<file path="config.mk">
export PLATFORM = sky130hd
export DESIGN_NAME = des_expand_xor_flat
export DESIGN_NICKNAME = d
export VERILOG_FILES = /design/src/rtl/des_expand_xor_if.sv /design/src/rtl/des_expand_xor.sv /design/src/flat_wrapper.sv
export SDC_FILE = /design/constraint.sdc
export NUM_CORES = 1
export LEC_CHECK = 0
export ABC_AREA = 0
export ABC_CLOCK_PERIOD_IN_PS = 2560
export CAP_MARGIN = 15
export CORE_AREA = 2 2 82 84
export DETAILED_ROUTE_END_ITERATION = 16
export DIE_AREA = 0 0 84 86
export PLACE_DENSITY = 0.87
export SLEW_MARGIN = 30
export SYNTH_ARGS = -nofsm -noshare
export SYNTH_HDL_FRONTEND = slang
export SYNTH_SLANG_ARGS = --single-unit
</file>
<file path="constraint.sdc">
create_clock -name clk -period 2.56 [get_ports clk]
set_clock_uncertainty 0.15 [all_clocks]
set_input_delay 0.384 -clock clk [delete_from_list [all_inputs] [get_ports clk]]
set_output_delay 0.384 -clock clk [all_outputs]
set_load 0.02 [all_outputs]
</file>
<file path="src/rtl/des_expand_xor_if.sv">
// Handshake bundle for the DES expansion/key-mix stage.
// slave  : seen by des_expand_xor (accepts R/K/tag, presents E(R)^K)
// master : seen by whatever feeds the stage and drains its output
interface des_expand_xor_if #(
  parameter int TAG_W = 4
);
  logic             in_valid;
  logic             in_ready;
  logic [31:0]      in_r;
  logic [47:0]      in_k;
  logic [TAG_W-1:0] in_tag;
  logic             out_valid;
  logic             out_ready;
  logic [47:0]      out_sin;
  logic [TAG_W-1:0] out_tag;

  modport slave (
    input  in_valid, in_r, in_k, in_tag, out_ready,
    output in_ready, out_valid, out_sin, out_tag
  );

  modport master (
    output in_valid, in_r, in_k, in_tag, out_ready,
    input  in_ready, out_valid, out_sin, out_tag
  );
endinterface

</file>
<file path="src/rtl/des_expand_xor.sv">
// DES round front end: expands the 32-bit right half R to 48 bits with the
// standard E table and XORs the round subkey, one registered stage.
// out_sin[47:42] feeds S1 ... out_sin[5:0] feeds S8; the tag rides along.
// Build option DES_EXPAND_XOR_SKID_EN: two-entry skid buffer with a
// registered in_ready. Without it a single output register is used and
// in_ready is !out_valid || out_ready.
module des_expand_xor #(
  parameter int TAG_W = 4
) (
  input  logic               clk,
  input  logic               rst_n,
  des_expand_xor_if.slave    bus
);

  // DES E table. DES bit b of R lives at in_r[32-b]; each 6-bit group j
  // takes DES bits 4j-4..4j+1 with bit 0 wrapping to 32 and 33 to 1.
  function automatic logic [47:0] expand(input logic [31:0] r);
    return {r[0], r[31:27],
            r[28:23],
            r[24:19],
            r[20:15],
            r[16:11],
            r[12:7],
            r[8:3],
            r[4:0], r[31]};
  endfunction

  logic [47:0]      in_sin;
  logic             accept;
  logic             pop;
  logic             ready;
  logic             main_valid;
  logic [47:0]      main_sin;
  logic [TAG_W-1:0] main_tag;

  assign in_sin = expand(bus.in_r) ^ bus.in_k;
  assign pop    = main_valid && bus.out_ready;
  assign accept = bus.in_valid && ready;

`ifdef DES_EXPAND_XOR_SKID_EN
  logic             skid_valid;
  logic [47:0]      skid_sin;
  logic [TAG_W-1:0] skid_tag;
  logic             ready_q;

  assign ready = ready_q;

  // Main register presents data; the skid register catches the one datum
  // that can arrive while main is stalled. ready_q mirrors "skid empty"
  // from a flop so out_ready never reaches in_ready combinationally.
  always_ff @(posedge clk or negedge rst_n) begin
    if (!rst_n) begin
      main_valid <= 1'b0;
      main_sin   <= '0;
      main_tag   <= '0;
      skid_valid <= 1'b0;
      skid_sin   <= '0;
      skid_tag   <= '0;
      ready_q    <= 1'b1;
    end else if (pop && skid_valid) begin
      main_sin   <= skid_sin;
      main_tag   <= skid_tag;
      skid_valid <= 1'b0;
      ready_q    <= 1'b1;
    end else if (pop) begin
      main_valid <= accept;
      if (accept) begin
        main_sin <= in_sin;
        main_tag <= bus.in_tag;
      end
    end else if (accept) begin
      if (!main_valid) begin
        main_valid <= 1'b1;
        main_sin   <= in_sin;
        main_tag   <= bus.in_tag;
      end else begin
        skid_valid <= 1'b1;
        skid_sin   <= in_sin;
        skid_tag   <= bus.in_tag;
        ready_q    <= 1'b0;
      end
    end
  end
`else
  assign ready = !main_valid || bus.out_ready;

  // Single output register: load on accept, empty when drained with
  // nothing arriving; data bits only move on accept so stalls hold.
  always_ff @(posedge clk or negedge rst_n) begin
    if (!rst_n) begin
      main_valid <= 1'b0;
      main_sin   <= '0;
      main_tag   <= '0;
    end else if (accept) begin
      main_valid <= 1'b1;
      main_sin   <= in_sin;
      main_tag   <= bus.in_tag;
    end else if (pop) begin
      main_valid <= 1'b0;
    end
  end
`endif

  assign bus.in_ready  = ready;
  assign bus.out_valid = main_valid;
  assign bus.out_sin   = main_sin;
  assign bus.out_tag   = main_tag;

endmodule

</file>
<file path="src/flat_wrapper.sv">
// flat-port wrapper written by rule: the top's interface ports become plain ports
module des_expand_xor_flat 
#(
  parameter int TAG_W = 4
)
  (clk, rst_n, bus_in_valid, bus_in_r, bus_in_k, bus_in_tag, bus_out_ready, bus_in_ready, bus_out_valid, bus_out_sin, bus_out_tag);
  des_expand_xor_if #(.TAG_W(TAG_W)) bus_i ();
  input  logic clk;
  input  logic rst_n;
  input wire logic [$bits(bus_i.in_valid)-1:0] bus_in_valid;
  input wire logic [$bits(bus_i.in_r)-1:0] bus_in_r;
  input wire logic [$bits(bus_i.in_k)-1:0] bus_in_k;
  input wire logic [$bits(bus_i.in_tag)-1:0] bus_in_tag;
  input wire logic [$bits(bus_i.out_ready)-1:0] bus_out_ready;
  output wire logic [$bits(bus_i.in_ready)-1:0] bus_in_ready;
  output wire logic [$bits(bus_i.out_valid)-1:0] bus_out_valid;
  output wire logic [$bits(bus_i.out_sin)-1:0] bus_out_sin;
  output wire logic [$bits(bus_i.out_tag)-1:0] bus_out_tag;
  assign bus_i.in_valid = bus_in_valid;
  assign bus_i.in_r = bus_in_r;
  assign bus_i.in_k = bus_in_k;
  assign bus_i.in_tag = bus_in_tag;
  assign bus_i.out_ready = bus_out_ready;
  assign bus_in_ready = bus_i.in_ready;
  assign bus_out_valid = bus_i.out_valid;
  assign bus_out_sin = bus_i.out_sin;
  assign bus_out_tag = bus_i.out_tag;
  des_expand_xor #(.TAG_W(TAG_W)) u_core (.clk(clk), .rst_n(rst_n), .bus(bus_i));
endmodule
</file>
==> summary.md <==
| Metric | Value |
|---|---|
| P_int | `1860 uW` |
| Initial antenna violation count | `0` |
| First-pass GRT wire length | `9130 um` |
| Status | `completed` |
| TritonCTS clock tree | `done` |
| Netlist cell types | `8` |
| Total global routing overflow | `0` |
| CTS Buffer Depth | `2` |
| Pwr dens | `624 nW/um2` |
| Antenna-violating nets left | `0` |
| Detailed Route Iter0 Violations | `27` |
| Leading area contributor after synthesis | `dfrtp_1` |
| Leak Pwr | `0.00190 uW` |
| Relative slew slack | `60.1%` |
| Reg2reg setup slack | `1.01 ns` |
| Htree depth | `2` |
| Flop pwr share | `41.7%` |
| FF-to-FF path depth | `4` |
| Die ar. | `7220 um2` |
| Kind of critical path | `primary input to primary output` |
| CP Capture Type | `primary output` |
| Combinational share of power | `40.9%` |
| NetSw | `760 uW` |
| Final worst-path cycle share | `83.1%` |
| Worst setup endpoint | `bus_in_ready` |
| Mean post-synth cell area | `16.2 um2` |
| Fmax | `470 MHz` |
| Pre-Repair DR Iteration Count | `4` |
| Top sig layer | `met4` |
| Vias in the first global route | `1897` |
| Layout area overhead | `60.7%` |
| Tot GR Track Use | `16.0%` |
| Slew Limit Fails | `0` |
| IO Pins | `142` |
| Clock power share | `17.4%` |
| Crit Reg-Reg Startpoint | `u_core.bus.out_valid` |
| Clock transition at the registers of the reported paths | `0.08 ns` |
| Wire length on met2 | `2960 um` |
| Cells after Synth | `161` |
| RSZ-0062 raised after global routing | `false` |
| Remaining DRCs | `0` |
| Root Driver | `clkbuf_8` |
| Share of cells above drive strength 1 | `20.5%` |
| Type of the most critical hold path | `flop to flop` |
| Via count | `1778` |
| Number of synthesized register bits | `53` |
| Seq/Total Area, Yosys | `50.9%` |
| Max-cap viol count | `0` |
| Die Y | `86 um` |
| Final setup violation count | `0` |
| Maximum vdd drop | `0.000340 V` |
| Post-DR wirelength/cell | `14.8 um` |
| Yosys warns | `0` |
| Yosys top cell area share | `50.9%` |
| Final hold violation count | `0` |
| Critical Path Source | `bus_out_ready` |
| CTS Sinks | `53` |
| Diode count | `0` |
| Min cycle time layout | `2.13 ns` |
| Mapped Nets | `249` |
| Top cells by area, synth | `dfrtp_1 (51%), mux2_4 (29%), xor2_1 (16%)` |
| Chip Width | `84 um` |
| Mapped Area | `2610 um2` |
| Post-DP HPWL | `4450 um` |
| Fin Hold WS | `0.361 ns` |
| Crit-path max FO | `3` |
| Filler cells | `486` |
| WL final | `5690 um` |
| Core Area | `6280 um2` |
| GP Congestion | `0.663` |
| Worst-skew pair later-pin latency | `0.29 ns` |
| Sw Share | `29.1%` |
| Post-route setup TNS | `0 ns` |
| Largest net degree at the start of global routing | `53` |
| CTS Buf Count | `5` |
| Port Buf Inserts | `141` |
| Vias/cell | `4.63` |
| Worst Max-Slew Pin Slew | `0.598 ns` |
| Most common cell after layout, fill and taps aside | `clkdlybuf4s50_1` |
| R2R Path End | `u_core.bus.out_sin[47]` |
| Arr. time, crit path | `1.59 ns` |
| Fin nets | `395` |
| Commonest non-fill, non-tap cells in the layout | `clkdlybuf4s50_1 (140), dfrtp_1 (53), mux2_4 (50), xor2_1 (48), clkbuf_8 (6)` |
| Initial core utilization | `41.5%` |
| Setup WS pre-CTS | `0.428 ns` |
| Final Worst Setup Slack | `0.432 ns` |
| Met1 WL | `2160 um` |
| WP data required | `2.03 ns` |
| CP startpoint kind | `primary input` |
| Cell Rows | `29` |
| Metal3 WL | `481 um` |
[metrics by stage]
stage                     std cells  total power, uW  util (%)  cell area [um2]
final                           384             2620      66.8             4190
after floorplan                 161             1630         -             2610
after detailed placement        376             2190      65.2             4090
after CTS                       384             2670      66.8             4190
after global placement          376             2160      65.2             4090
after global routing            384             2750      66.8             4190
[kinds of logic (layout without fill, tap and decap cells)]
kind of cell  after synthesis  count (layout)  synth area share [%]
mux                        52              52                  29.7
flops                      53              53                  50.9
buf+inv                     5             151                  2.16
simple gates                3               3                  1.20
xor+xnor                   48              48                  16.1
[timing repair]
action,4_1_cts,5_1_grt
gates resized for setup,0,0
hold buffers,1,0
endpoints found under the hold margin,25,0
setup buffers,0,0
[power by group through the flow]
stage          Clock (uW)  Sequential (uW)  Combinational, uW
5_1_grt               514             1110               1130
2_1_floorplan           0             1300                332
6_report              455             1090               1070
3_5_place_dp            0             1100               1080
3_3_place_gp            0             1100               1070
4_1_cts               484             1090               1090
[worst max-delay path, cell delays in order]
cell and delay [ns]:
clkdlybuf4s50_1 0.46, nand2b_4 0.14, clkdlybuf4s50_1 0.60
[registers in the layout, indices dropped and copies added, names as in the netlist]
signal                count
u_core.bus.out_sin       48
u_core.bus.out_tag        4
u_core.bus.out_valid      1
[cell type report]
cell class / instances / area, um2 / area share [%]
multi-input cells: 103 / 1220 / 29.2
repair buffers: 144 / 1460 / 34.8
clock buffers: 7 / 86.3 / 2.06
flip-flops and latches: 53 / 1330 / 31.7
well taps: 77 / 96.3 / 2.30
[Yosys cell counts (all sizes together)]
| master | instances |
|---|---|
| mux2 | 52 |
| buf | 5 |
| dfrtp | 53 |
| xor2 | 48 |
| nand2 | 1 |
| nand2b | 2 |
[worst min-delay path by stage]
stage / startpoint / end / slack [ns] / cells past startpoint
global placement: rst_n / u_core.bus.out_sin[7] / 0.28 / 1
finish: u_core.bus.out_sin[6] / u_core.bus.out_sin[6] / 0.36 / 1
CTS: u_core.bus.out_sin[6] / u_core.bus.out_sin[6] / 0.37 / 1
detailed placement: rst_n / u_core.bus.out_sin[7] / 0.28 / 1
global route: u_core.bus.out_sin[10] / u_core.bus.out_sin[10] / 0.38 / 1
floorplan: rst_n / u_core.bus.out_sin[0] / -0.06 / 0
[routing by layer]
metal	GRT usage, %	vias up
met5	0	-
met4	4.84	0
met3	5.49	8
met2	28.9	88
met1	18.0	858
li1	-	824
Note: power is estimated with default switching activity, not from simulation.
